`src/rtl/y86_pkg.sv`:
```
// Shared Y86-64 encodings: instruction codes, special register IDs and status codes.
package y86_pkg;

  localparam logic [3:0] IHALT   = 4'h0;
  localparam logic [3:0] INOP    = 4'h1;
  localparam logic [3:0] IRRMOVQ = 4'h2;
  localparam logic [3:0] IIRMOVQ = 4'h3;
  localparam logic [3:0] IRMMOVQ = 4'h4;
  localparam logic [3:0] IMRMOVQ = 4'h5;
  localparam logic [3:0] IOPQ    = 4'h6;
  localparam logic [3:0] IJXX    = 4'h7;
  localparam logic [3:0] ICALL   = 4'h8;
  localparam logic [3:0] IRET    = 4'h9;
  localparam logic [3:0] IPUSHQ  = 4'hA;
  localparam logic [3:0] IPOPQ   = 4'hB;

  localparam logic [3:0] RRSP  = 4'h4;
  localparam logic [3:0] RNONE = 4'hF;

  localparam logic [2:0] SAOK = 3'd1;
  localparam logic [2:0] SHLT = 3'd2;
  localparam logic [2:0] SADR = 3'd3;
  localparam logic [2:0] SINS = 3'd4;

endpackage

```
`src/rtl/wb_dest_sel.sv`:
```
// Write-back destination selection: maps (icode, rA, rB, cnd) to the E and M
// destination register IDs; RNONE means no write on that port.
module wb_dest_sel
  import y86_pkg::*;
(
  input  logic [3:0] icode,
  input  logic [3:0] rA,
  input  logic [3:0] rB,
  input  logic       cnd,
  output logic [3:0] dstE,
  output logic [3:0] dstM
);

  always_comb begin
    dstE = RNONE;
    case (icode)
      IRRMOVQ:                      dstE = cnd ? rB : RNONE;
      IIRMOVQ, IOPQ:                dstE = rB;
      ICALL, IRET, IPUSHQ, IPOPQ:   dstE = RRSP;
      default:                      dstE = RNONE;
    endcase
  end

  always_comb begin
    dstM = RNONE;
    case (icode)
      IMRMOVQ, IPOPQ: dstM = rA;
      default:        dstM = RNONE;
    endcase
  end

endmodule

```
`src/rtl/writeback_regfile.sv`:
```
// Y86-64 write-back stage: architectural register file, dual-port commit and
// RUN/STOP status FSM. Optional retired-instruction counter under WB_RETIRE_CNT_EN.
module writeback_regfile
  import y86_pkg::*;
#(
  parameter logic [63:0] RSP_RESET = 64'd0,
  parameter int          NREGS     = 15
) (
  input  logic        clk,
  input  logic        rst,
  input  logic        wb_valid,
  input  logic [3:0]  icode,
  input  logic [3:0]  rA,
  input  logic [3:0]  rB,
  input  logic        cnd,
  input  logic [63:0] valE,
  input  logic [63:0] valM,
  input  logic        mem_error,
  output logic [63:0] reg0,
  output logic [63:0] reg1,
  output logic [63:0] reg2,
  output logic [63:0] reg3,
  output logic [63:0] reg4,
  output logic [63:0] reg5,
  output logic [63:0] reg6,
  output logic [63:0] reg7,
  output logic [63:0] reg8,
  output logic [63:0] reg9,
  output logic [63:0] reg10,
  output logic [63:0] reg11,
  output logic [63:0] reg12,
  output logic [63:0] reg13,
  output logic [63:0] reg14,
  output logic [2:0]  stat,
  output logic        halted
`ifdef WB_RETIRE_CNT_EN
  ,
  output logic [63:0] retired
`endif
);

  typedef enum logic {RUN, STOP} state_t;

  state_t      state, state_nx;
  logic [2:0]  stat_nx;
  logic [63:0] regs [NREGS];
  logic [3:0]  dstE, dstM;
  logic        stop_now, commit, we_e, we_m;

  wb_dest_sel u_dest_sel (
    .icode (icode),
    .rA    (rA),
    .rB    (rB),
    .cnd   (cnd),
    .dstE  (dstE),
    .dstM  (dstM)
  );

  always_ff @(posedge clk) begin
    if (rst) begin
      state <= RUN;
      stat  <= SAOK;
    end else begin
      state <= state_nx;
      stat  <= stat_nx;
    end
  end

  // Fault priority ADR > INS > HLT; STOP only exits via reset.
  always_comb begin
    state_nx = state;
    stat_nx  = stat;
    stop_now = 1'b0;
    if (state == RUN && wb_valid) begin
      if (mem_error) begin
        stop_now = 1'b1;
        stat_nx  = SADR;
      end else if (icode > IPOPQ) begin
        stop_now = 1'b1;
        stat_nx  = SINS;
      end else if (icode == IHALT) begin
        stop_now = 1'b1;
        stat_nx  = SHLT;
      end
      if (stop_now) state_nx = STOP;
    end
  end

  assign commit = (state == RUN) && wb_valid && !stop_now;
  assign we_e   = commit && (dstE != RNONE);
  assign we_m   = commit && (dstM != RNONE);

  // The M write is applied after E so it wins when both target the same register.
  always_ff @(posedge clk) begin
    if (rst) begin
      for (int i = 0; i < NREGS; i++)
        regs[i] <= (4'(i) == RRSP) ? RSP_RESET : 64'd0;
    end else begin
      for (int i = 0; i < NREGS; i++) begin
        if (we_e && dstE == 4'(i)) regs[i] <= valE;
        if (we_m && dstM == 4'(i)) regs[i] <= valM;
      end
    end
  end

`ifdef WB_RETIRE_CNT_EN
  always_ff @(posedge clk) begin
    if (rst)         retired <= 64'd0;
    else if (commit) retired <= retired + 64'd1;
  end
`endif

  assign halted = (stat != SAOK);

  assign reg0  = regs[0];
  assign reg1  = regs[1];
  assign reg2  = regs[2];
  assign reg3  = regs[3];
  assign reg4  = regs[4];
  assign reg5  = regs[5];
  assign reg6  = regs[6];
  assign reg7  = regs[7];
  assign reg8  = regs[8];
  assign reg9  = regs[9];
  assign reg10 = regs[10];
  assign reg11 = regs[11];
  assign reg12 = regs[12];
  assign reg13 = regs[13];
  assign reg14 = regs[14];

endmodule

```
`config.mk`:
```
export PLATFORM = sky130hd
export DESIGN_NAME = writeback_regfile
export DESIGN_NICKNAME = d
export VERILOG_FILES = /design/src/rtl/y86_pkg.sv /design/src/rtl/wb_dest_sel.sv /design/src/rtl/writeback_regfile.sv
export SDC_FILE = /design/constraint.sdc
export NUM_CORES = 2
export LEC_CHECK = 0
export ABC_AREA = 1
export CAP_MARGIN = 20
export CORE_AREA = 5 5 428 430
export CTS_CLUSTER_SIZE = 12
export DETAILED_ROUTE_END_ITERATION = 12
export DIE_AREA = 0 0 433 435
export GPL_TIMING_DRIVEN = 0
export HOLD_SLACK_MARGIN = 0.08
export SYNTH_ARGS = -nofsm -noshare
export SYNTH_HDL_FRONTEND = slang
export SYNTH_HIERARCHICAL = 1
export SYNTH_SLANG_ARGS = --single-unit
```
`constraint.sdc`:
```
create_clock -name clk -period 8 [get_ports clk]
set_input_delay 0.8 -clock clk [delete_from_list [all_inputs] [get_ports clk]]
set_output_delay 0.8 -clock clk [all_outputs]
set_load 0.005 [all_outputs]
```
==> impl_metrics.ini <==
[outcome]
status = finished clean

[sta]
rsz0062_at_grt = no
skew_ps = 39.0
tightest_slew_ps = 1210
setup-tns-final_ps = 0
slew_headroom_pct = 19.1
fmax_mhz = 195
slew_viol_final = 0
final.period_utilization_pct = 64.1
setup_viol = 0
hold_violations = 0
finalCriticalPeriod_ps = 5130

[placed_design]
globalplace.congestion = 0.954
dp_hpwl_um = 230000
dpl.cell_count = 8485
port_buffers = 1046

[yosys]
syn_avg_cell_area_um2 = 9.21
synthArstFlopShare_pct = 0
synth_edf_count = 960
yosys_warnings = 6
synth_cell_type_count = 27
ys_ff_latch = 964
synth_nets = 5168
synth-main-ff-cell = edfxtp_1
synth.cell_area_um2 = 46300
seq_area_frac_synth_pct = 62.5
syn_inst = 5023

[worst_setup_path]
critical_path.endpoint = regs[0][151]$_SDFFCE_PN0P_
cp_cell_sequence = clkdlybuf4s50_1, inv_1, o31ai_2, nand2_1, inv_1, nand2_1, nor2_2, nand3_2, buf_2, buf_2, nand3_4, buf_16
start_kind = input pin
worst_path_max_delay_cell = clkdlybuf4s50_1
crit_start = icode[3]
path_class = in -> reg
timing.rr.start = state$_SDFFE_PP0P_
critPathRequiredTime_ps = 8450
r2r_slack_ps = 4470
critPathCaptureType = flop
slowest_delay_ps = 650
r2r-end = regs[1][49]$_SDFFCE_PN0P_
critPathArrivalTime_ps = 5580
rr_worst_depth = 10
cp_max_fo = 35

[routing]
dr.first_iter.drc_count = 7498
routed_via_density = 5.32
postRouteAntennaNets = 0
routed_wl_um = 306000
dr.pass1.iters = 6
vias = 46500
drc_errors = 0
routedWlPerCell_um = 35.0

[grt]
grt_use_total_pct = 31.2
grt_first_pass_wirelength_um = 394000
antenna_found_initial = 59
gr-total-overflow = 0
grt_pass1_vias = 42200
grt_max_degree = 40

[floorplan]
die_w_um = 433
pin_count = 1109
die-area_um2 = 188000
start_util_pct = 25.8
row_count = 156
die_h_um = 435
core_area_um2 = 179000

[cts]
cts.repair.resized = 0
cts_sinks = 964
cts-root-buf = clkbuf_16
cts_buffers = 115
cts_setup_buffers = 0
clockBufferDepth = 3
worstSkewPairLatency_ps = 790
clk_pin_slew_worst_paths_ps = 70
cts_tree = done
htreeDepth = 3
cts_hold_buffers = 0

[pwr]
seq_power_share_pct = 45.7
vdd_ir_drop_max_v = 0.000170
power.share.combinational_pct = 11.8
leakage_nw = 28.6
power_mw = 13.0
swShare_pct = 26.7
p_int_mw = 9.50
power_density_nw_per_um2 = 200
switching_power_mw = 3.45
clkPwrFrac_pct = 42.5

[finish]
area_growth_syn_to_layout_pct = 40.0
drive_above_1_share_pct = 7.82
layout_commonest_cell = nand2_1
nets = 6380
utilization_pct = 36.1
final_cell_mix = 1728 x nand2_1, 1046 x clkdlybuf4s50_1, 960 x edfxtp_1
instances_no_fill = 8745

[run]
cap_viol_max_count = 0

[min_path]
hp-class = in -> reg
min_path_cells = 2
[layer usage]
metal	global-route usage, %	part of all wire (%)
met1	37.3	36
met5	0	0.049
met3	7.99	11
met2	49.7	46
met4	20.1	7.7
[logic make-up after synthesis]
| logic type | share of synthesized area (%) |
|---|---|
| buf+inv | 8.63 |
| compound gates | 4.37 |
| flops | 62.5 |
| simple gates | 24.5 |
[sequential cells by signal (all words and copies together) (netlist names)]
| register | cells |
|---|---|
| regs | 960 |
| stat | 3 |
| state | 1 |
[layout make-up]
type	count	area, um^2
Sequential cell	964	28900
Tap cell	2370	2970
Timing Repair Buffer	1095	11400
Clock buffer	134	2950
Inverter	498	1870
Clock inverter	80	870
Fill cell	18100	115000
Buffer	458	2120
Antenna cell	43	108
Multi-Input combinational cell	3103	13600
[per-stage QoR]
stage	instance area [um^2]	hold WS, ps	setup WS, ps
2_1_floorplan	46300	435	1260
3_3_place_gp	59700	449	-6280
3_5_place_dp	60800	469	2000
4_1_cts	64600	193	2870
5_1_grt	64700	253	2840
6_report	64800	303	2870
[power groups by stage]
stage	Combinational [mW]	Clock, mW	Sequential (mW)
floorplan	0.426	0	6.01
global placement	1.44	0	6.08
detailed placement	1.50	0	6.02
CTS	1.50	5.57	5.92
global route	1.57	5.76	5.93
finish	1.52	5.51	5.92
[worst min-delay path by stage]
stage	from	end
2_1_floorplan	state$_SDFFE_PP0P_	state$_SDFFE_PP0P_
5_1_grt	rst	stat[2]$_SDFFE_PP0P_
3_3_place_gp	state$_SDFFE_PP0P_	state$_SDFFE_PP0P_
4_1_cts	rst	stat[2]$_SDFFE_PP0P_
3_5_place_dp	state$_SDFFE_PP0P_	state$_SDFFE_PP0P_
6_report	rst	stat[2]$_SDFFE_PP0P_
[cell usage after synthesis (2+ instances only)]
library cell  instances  area [um^2]
nand2_1            1731         6500
edfxtp_1            960        28800
inv_1               494         1850
nand3_1             487         2440
nor2_1              436         1640
o22ai_1             256         1600
buf_2               187          936
clkbuf_1            183          687
nand4_1              85          532
a21oi_1              69          345
buf_1                48          180
buf_4                35          263
nand2_2              10         62.6
nand3_2               8         80.1
buf_6                 5         56.3
nor2_4                5         56.3
o211ai_1              5         37.5
dfxtp_1               4         80.1
inv_2                 3         11.3
nor2_2                3         18.8
nor3_1                2         10.0
o21ai_0               2         10.0
[worst max-delay path: cells and delay by family]
kind                   cells  cell delay, ps
and+or+nand+nor            5            2050
buffers and inverters      6            1980
AOI/OAI and AO/OA          1             580
Note: power is estimated with default switching activity, not from simulation.
